File: config.mk
export PLATFORM = sky130hd
export DESIGN_NAME = xdma_c2h_desc_issuer
export DESIGN_NICKNAME = d
export VERILOG_FILES = /design/src/rtl/xdma_c2h_desc_issuer.sv
export SDC_FILE = /design/constraint.sdc
export NUM_CORES = 1
export LEC_CHECK = 0
export ABC_AREA = 0
export BUFFER_PORTS_ARGS = -buffer_cell sky130_fd_sc_hd__buf_2
export CAP_MARGIN = 30
export CORE_AREA = 2 2 322 324
export CTS_BUF_LIST = sky130_fd_sc_hd__clkbuf_16
export DETAILED_ROUTE_END_ITERATION = 6
export DIE_AREA = 0 0 324 326
export GPL_ROUTABILITY_DRIVEN = 0
export PLACE_DENSITY = 0.33
export SLEW_MARGIN = 20
export SYNTH_ARGS = -nofsm -noshare
export SYNTH_HDL_FRONTEND = slang
export SYNTH_SLANG_ARGS = --single-unit
File: constraint.sdc
create_clock -name CLK -period 6.8 [get_ports CLK]
set_clock_uncertainty 0.1 [all_clocks]
set_input_delay 1.36 -clock CLK [delete_from_list [all_inputs] [get_ports CLK]]
set_output_delay 1.36 -clock CLK [all_outputs]
set_load 0.01 [all_outputs]
File: src/rtl/xdma_c2h_desc_issuer.sv
// xdma_c2h_desc_issuer: card-to-host write engine feeding the XDMA C2H channel 0
// descriptor-bypass port and C2H AXI-Stream port. One request (address, byte
// length) produces one EOP bypass descriptor followed by the payload, with
// tkeep/tlast computed from the length. In-flight descriptors are counted
// against desc_done pulses and new requests stall at MAX_OUTSTANDING.
//
// Optional build macro: XDMA_C2H_LEN_CHECK_EN -- when defined, an upstream
// s_tlast that disagrees with the computed m_tlast on a transfer sets err_len.
module xdma_c2h_desc_issuer #(
  parameter int DATA_WIDTH      = 256,
  parameter int ADDR_WIDTH      = 64,
  parameter int LEN_WIDTH       = 28,
  parameter int MAX_OUTSTANDING = 4
) (
  input  logic                    CLK,
  input  logic                    RST,
  // write request
  input  logic                    req_valid,
  output logic                    req_ready,
  input  logic [ADDR_WIDTH-1:0]   req_addr,
  input  logic [LEN_WIDTH-1:0]    req_len,
  // upstream payload
  input  logic                    s_tvalid,
  output logic                    s_tready,
  input  logic [DATA_WIDTH-1:0]   s_tdata,
  input  logic                    s_tlast,
  // to XDMA s_axis_c2h_*_0
  output logic                    m_tvalid,
  input  logic                    m_tready,
  output logic [DATA_WIDTH-1:0]   m_tdata,
  output logic [DATA_WIDTH/8-1:0] m_tkeep,
  output logic                    m_tlast,
  // to XDMA c2h_dsc_byp_*_0
  input  logic                    dsc_ready,
  output logic                    dsc_load,
  output logic [63:0]             dsc_src_addr,
  output logic [ADDR_WIDTH-1:0]   dsc_dst_addr,
  output logic [LEN_WIDTH-1:0]    dsc_len,
  output logic [15:0]             dsc_ctl,
  // completion and status
  input  logic                    desc_done,
  output logic [3:0]              outstanding,
  output logic                    busy,
  output logic                    err_len
);

  localparam int KEEP_WIDTH = DATA_WIDTH / 8;
  localparam int BEAT_SHIFT = $clog2(KEEP_WIDTH);

  typedef logic [LEN_WIDTH:0]  beats_t;
  typedef logic [KEEP_WIDTH-1:0] keep_t;
  typedef logic [3:0]          cnt_t;

  localparam cnt_t  MAX_OUT    = cnt_t'(MAX_OUTSTANDING);
  localparam beats_t BEAT_ROUND = beats_t'(KEEP_WIDTH - 1);

  typedef enum logic [1:0] {
    ST_IDLE = 2'd0,
    ST_DESC = 2'd1,
    ST_DATA = 2'd2,
    ST_WAIT = 2'd3
  } state_e;

  state_e                  state_q, state_d;
  logic [ADDR_WIDTH-1:0]   addr_q, addr_d;
  logic [LEN_WIDTH-1:0]    len_q, len_d;
  logic [15:0]             ctl_q, ctl_d;
  beats_t                  beats_left_q, beats_left_d;
  cnt_t                    outstanding_q, outstanding_d;
  logic                    err_len_q, err_len_d;

  logic                    room_s;
  logic                    req_ready_s;
  logic                    req_fire_s;
  logic                    dsc_load_s;
  logic                    in_data_s;
  logic                    xfer_s;
  logic                    last_beat_s;
  beats_t                  beats_calc_s;
  logic [BEAT_SHIFT-1:0]   tail_bytes_s;
  keep_t                   keep_tail_s;

  // Anything else must still consume upstream s_tlast in the default build.
  logic                    unused_tlast_s;
  assign unused_tlast_s = s_tlast;

  // A descriptor may be issued only while below the in-flight limit.
  assign room_s       = (outstanding_q < MAX_OUT);
  assign in_data_s    = (state_q == ST_DATA);
  assign xfer_s       = in_data_s & s_tvalid & m_tready;
  assign last_beat_s  = in_data_s & (beats_left_q == beats_t'(1));
  assign req_fire_s   = req_valid & req_ready_s;

  // Beat count rounds the byte length up to whole stream words.
  assign beats_calc_s = ({1'b0, req_len} + BEAT_ROUND) >> BEAT_SHIFT;

  // Final-beat byte mask: a zero remainder means the last word is full.
  assign tail_bytes_s = len_q[BEAT_SHIFT-1:0];
  assign keep_tail_s  = (keep_t'(1) << tail_bytes_s) - keep_t'(1);

  // Next state, handshakes and request latching.
  always_comb begin
    state_d      = state_q;
    addr_d       = addr_q;
    len_d        = len_q;
    ctl_d        = ctl_q;
    beats_left_d = beats_left_q;
    req_ready_s  = 1'b0;
    dsc_load_s   = 1'b0;
    case (state_q)
      ST_IDLE: begin
        req_ready_s = room_s;
        if (req_valid && room_s) begin
          if (req_len != '0) begin
            addr_d       = req_addr;
            len_d        = req_len;
            ctl_d        = 16'h0010;
            beats_left_d = beats_calc_s;
            state_d      = ST_DESC;
          end else begin
            state_d = ST_IDLE;
          end
        end else begin
          state_d = ST_IDLE;
        end
      end
      ST_DESC: begin
        dsc_load_s = dsc_ready;
        if (dsc_ready) begin
          state_d = ST_DATA;
        end else begin
          state_d = ST_DESC;
        end
      end
      ST_DATA: begin
        if (xfer_s) begin
          beats_left_d = beats_left_q - beats_t'(1);
          if (last_beat_s) begin
            state_d = (outstanding_d < MAX_OUT) ? ST_IDLE : ST_WAIT;
          end else begin
            state_d = ST_DATA;
          end
        end else begin
          state_d = ST_DATA;
        end
      end
      ST_WAIT: begin
        if (room_s) begin
          state_d = ST_IDLE;
        end else begin
          state_d = ST_WAIT;
        end
      end
      default: begin
        state_d = ST_IDLE;
      end
    endcase
  end

  // In-flight counter: a load and a completion in one cycle cancel out.
  always_comb begin
    outstanding_d = outstanding_q;
    if (dsc_load_s && desc_done) begin
      outstanding_d = outstanding_q;
    end else if (dsc_load_s) begin
      outstanding_d = outstanding_q + cnt_t'(1);
    end else if (desc_done && (outstanding_q != cnt_t'(0))) begin
      outstanding_d = outstanding_q - cnt_t'(1);
    end else begin
      outstanding_d = outstanding_q;
    end
  end

  // Sticky length error: zero-length drop, plus optional tlast disagreement.
  always_comb begin
    err_len_d = err_len_q;
    if (req_fire_s && (req_len == '0)) begin
      err_len_d = 1'b1;
`ifdef XDMA_C2H_LEN_CHECK_EN
    end else if (xfer_s && (s_tlast != last_beat_s)) begin
      err_len_d = 1'b1;
`endif
    end else begin
      err_len_d = err_len_q;
    end
  end

  // State and datapath registers; reset aborts any transfer in progress.
  always_ff @(posedge CLK or posedge RST) begin
    if (RST) begin
      state_q       <= ST_IDLE;
      addr_q        <= '0;
      len_q         <= '0;
      ctl_q         <= 16'h0000;
      beats_left_q  <= '0;
      outstanding_q <= 4'd0;
      err_len_q     <= 1'b0;
    end else begin
      state_q       <= state_d;
      addr_q        <= addr_d;
      len_q         <= len_d;
      ctl_q         <= ctl_d;
      beats_left_q  <= beats_left_d;
      outstanding_q <= outstanding_d;
      err_len_q     <= err_len_d;
    end
  end

  // req_ready is held low for the whole time reset is asserted.
  assign req_ready    = req_ready_s & ~RST;
  assign dsc_load     = dsc_load_s;
  assign dsc_src_addr = 64'd0;
  assign dsc_dst_addr = addr_q;
  assign dsc_len      = len_q;
  assign dsc_ctl      = ctl_q;

  // Zero-latency pass-through only while streaming the payload.
  assign m_tvalid     = in_data_s & s_tvalid;
  assign s_tready     = in_data_s & m_tready;
  assign m_tdata      = s_tdata;
  assign m_tlast      = last_beat_s;
  assign m_tkeep      = (last_beat_s && (tail_bytes_s != '0)) ? keep_tail_s : '1;

  assign outstanding  = outstanding_q;
  assign busy         = (state_q != ST_IDLE) | (outstanding_q != cnt_t'(0));
  assign err_len      = err_len_q;

endmodule

==> metrics <==
PortBufs=233; vias in the first global route=7445; final core utilization=10.28%; total power=4.070 mW; period utilisation layout=78.04%; Yosys top cell by area=dfrtp_1; core area=102600 um^2; DR iter-0 viols=283; wire per inst=13.97 um; Final setup viols=0; sequential fraction of the synthesis area=34.71%; clock-pin slew on the worst setup and hold paths=70 ps; Non-Filler Instances=2543; Max VDD drop=0.1990 mV; die area=105600 um^2; Post-synth top flop=dfrtp_1; row cnt=118; Yosys reg bits=129; fmax=188.5 MHz; crit path launch type=flop; Arr. time, crit path=3850 ps; initial core utilization=9.062%; # Post-CTS Setup Buffers=0; syn avg cell area=7.827 um^2; Critical Path RT=5340 ps; crit path capture type=output port; first-pass GRT wire length=51050 um; share of post-route cells with drive strength above 1=25.73%; Worst Reg-to-Reg Cells=6; maxcap violations=0; leak pwr=4.668 nW; Post-Syn Area=9299 um^2; Int Pwr=2.233 mW; Logic pwr share=41.0%; Async S/R FF share, synth=100.0%; via count=7292; Layout area overhead=13.44%; Synth Instances=1188; outcome=finished clean; drt first pass iters=5; worst slew pin tran=868.7 ps; post-cts resize count=0; register share of total power=34.0%; setup TNS=0 ps; TritonCTS Buffers=17; Overflow after GRT=0; worst skew pair latency=500 ps; nets=1510; synth top area cells=dfrtp_1, buf_4, nand2_1; # fillers=12.04k; worst hold path class=flop to flop; I/O Pins=827; Unique masters post-synth=64; RSZ-0062 raised after global routing=no; YS warnings=0; final number of hold-violating endpoints=0; Hold Path Stages=2; placed insts=2510; CTS max path bufs=2; All-Layer GR Usage=6.708%; drt drc=0; H-tree Lvls=4; DP HPWL=26690 um; Switching Share=45.12%; Clk pwr share=25.1%; Final min period=5306 ps; # hold bufs at CTS=0; Final Max Tran Viols=0; total clock sinks=129; PD cells=385.8 nW/um^2; Via density=2.867; CTS tree=built; Rel. slew slack=41.27%; Root Buffer=clkbuf_16; Routed Antenna Nets=0; drt total wl=35540 um; post-synth top area share=34.71%; Setup CP Type=flop to output port; Post-synth EDFFs=0; worst hold margin=368.8 ps; critical-path maximum fanout=19; Die H=326 um; die width=324 um; initial antenna violation count=12; sw power=1.836 mW; largest net degree at the start of global routing=69
power by group through the flow:
stage	combinational [mW]	sequential [mW]	clock (mW)
after floorplan	1.11	1.45	0
after global placement	1.73	1.40	0
after detailed placement	1.72	1.38	0
after CTS	1.72	1.39	1.08
after global routing	1.91	1.44	1.10
final	1.67	1.38	1.02
sequential cells by signal, summed over array words and instances (netlist names):
register	count
state_q	2
dsc_ctl	1
dsc_len	28
outstanding	4
beats_left_q	29
dsc_dst_addr	64
err_len	1
per-stage QoR:
step	instance area [um^2]	setup WS (ps)
global route	10550	1155
finish	10550	1494
CTS	10550	1313
detailed placement	9931	1877
global placement	9923	1875
floorplan	9592	876.3
final cells by class:
class / count / area, um^2 / share of cell area (%)
clock inverter: 15 / 190.2 / 1.803
inverter: 16 / 67.56 / 0.6405
timing repair buffer: 249 / 1286 / 12.19
multi-input combinational: 736 / 3622 / 34.34
tap: 1380 / 1727 / 16.37
antenna: 1 / 2.502 / 0.02372
clock buffer: 17 / 425.4 / 4.033
sequential: 129 / 3228 / 30.60
Yosys cell counts, drive strengths merged, types with 2 or more instances:
cell     number
buf         340
nand2       326
dfrtp       129
clkbuf       45
nor2         45
o21ai        44
a21oi        32
nor3         25
nand3        19
xnor2        17
inv          16
nor4         16
nand4        12
and3          8
xor2          8
and2          7
or2           7
nand2b        6
o211ai        6
a31oi         5
ha            5
nor2b         5
a211oi        4
nand3b        4
o22ai         4
a22o          3
nor4b         3
o221ai        3
or3           3
a211o         2
a21boi        2
a221o         2
a2bb2oi       2
a31o          2
a32oi         2
a41oi         2
conb          2
mux2i         2
nand4b        2
nor3b         2
o31ai         2
o41ai         2
or4           2
critical path, stage by stage (launching register included):
cell and delay [ps]:
dfrtp_1 450, or4_1 730, or3_4 440, nor4_4 470, and2_1 670, inv_4 120, nor2_1 250, nand2_1 90
buf_2 140
placed cells by master (no fill, tap or decap), types with 3 or more instances in the layout:
cell	instances
and2_1	7
buf_2	233
buf_4	16
inv_8	3
o22ai_1	4
nand3_1	19
o211ai_1	6
xnor2_1	17
nand4_1	12
nor3_1	25
conb_1	80
nor4_1	13
ha_1	5
nand3b_1	4
clkbuf_16	17
clkinv_8	4
o221ai_1	3
a31oi_1	5
nor2_1	45
a211oi_1	4
nand2b_1	6
nand2_1	326
a21oi_1	32
xor2_1	8
nor4b_1	3
nor2b_1	4
and3_1	8
dfrtp_1	129
inv_6	6
o21ai_0	44
or2_2	6
a22o_1	3
inv_1	14
layer usage:
| metal | wire [um] | global-route usage (%) | up-vias | share of wire [%] |
|---|---|---|---|---|
| met5 | 62 | 0 | - | 0.17 |
| met4 | 2140 | 4.549 | 10 | 6.0 |
| met3 | 4071 | 3.569 | 166 | 11 |
| met2 | 15120 | 9.750 | 393 | 43 |
| met1 | 14140 | 7.516 | 3336 | 40 |
| li1 | - | - | 3387 | - |
final timing paths:
path	to	slack, ps	from
setup / recovery	m_tkeep[11]	1490	beats_left_q[11]$_DFFE_PP0P_
hold / removal	dsc_dst_addr[48]$_DFFE_PP0P_	370	dsc_dst_addr[48]$_DFFE_PP0P_
setup reg to reg	beats_left_q[10]$_DFFE_PP0P_	3510	state_q[1]$_DFF_PP0_
hold reg to reg	dsc_dst_addr[48]$_DFFE_PP0P_	370	dsc_dst_addr[48]$_DFFE_PP0P_
max in group asynchronous	dsc_len[2]$_DFFE_PP0P_	4660	RST
min in group asynchronous	dsc_dst_addr[12]$_DFFE_PP0P_	770	RST
cells by family after synthesis:
kind of cell             after synthesis  synth area share [%]
AO/OA/AOI/OAI                        132                 9.029
XOR/XNOR                              25                 2.355
adder cells (fa/ha/maj)                5                0.6728
buffers and inverters                401                 29.88
flip-flops                           129                 34.71
multiplexers                           2                0.2153
other                                  2               0.08076
AND/OR/NAND/NOR                      492                 23.05
No activity file was read; power rests on OpenSTA's default activity.
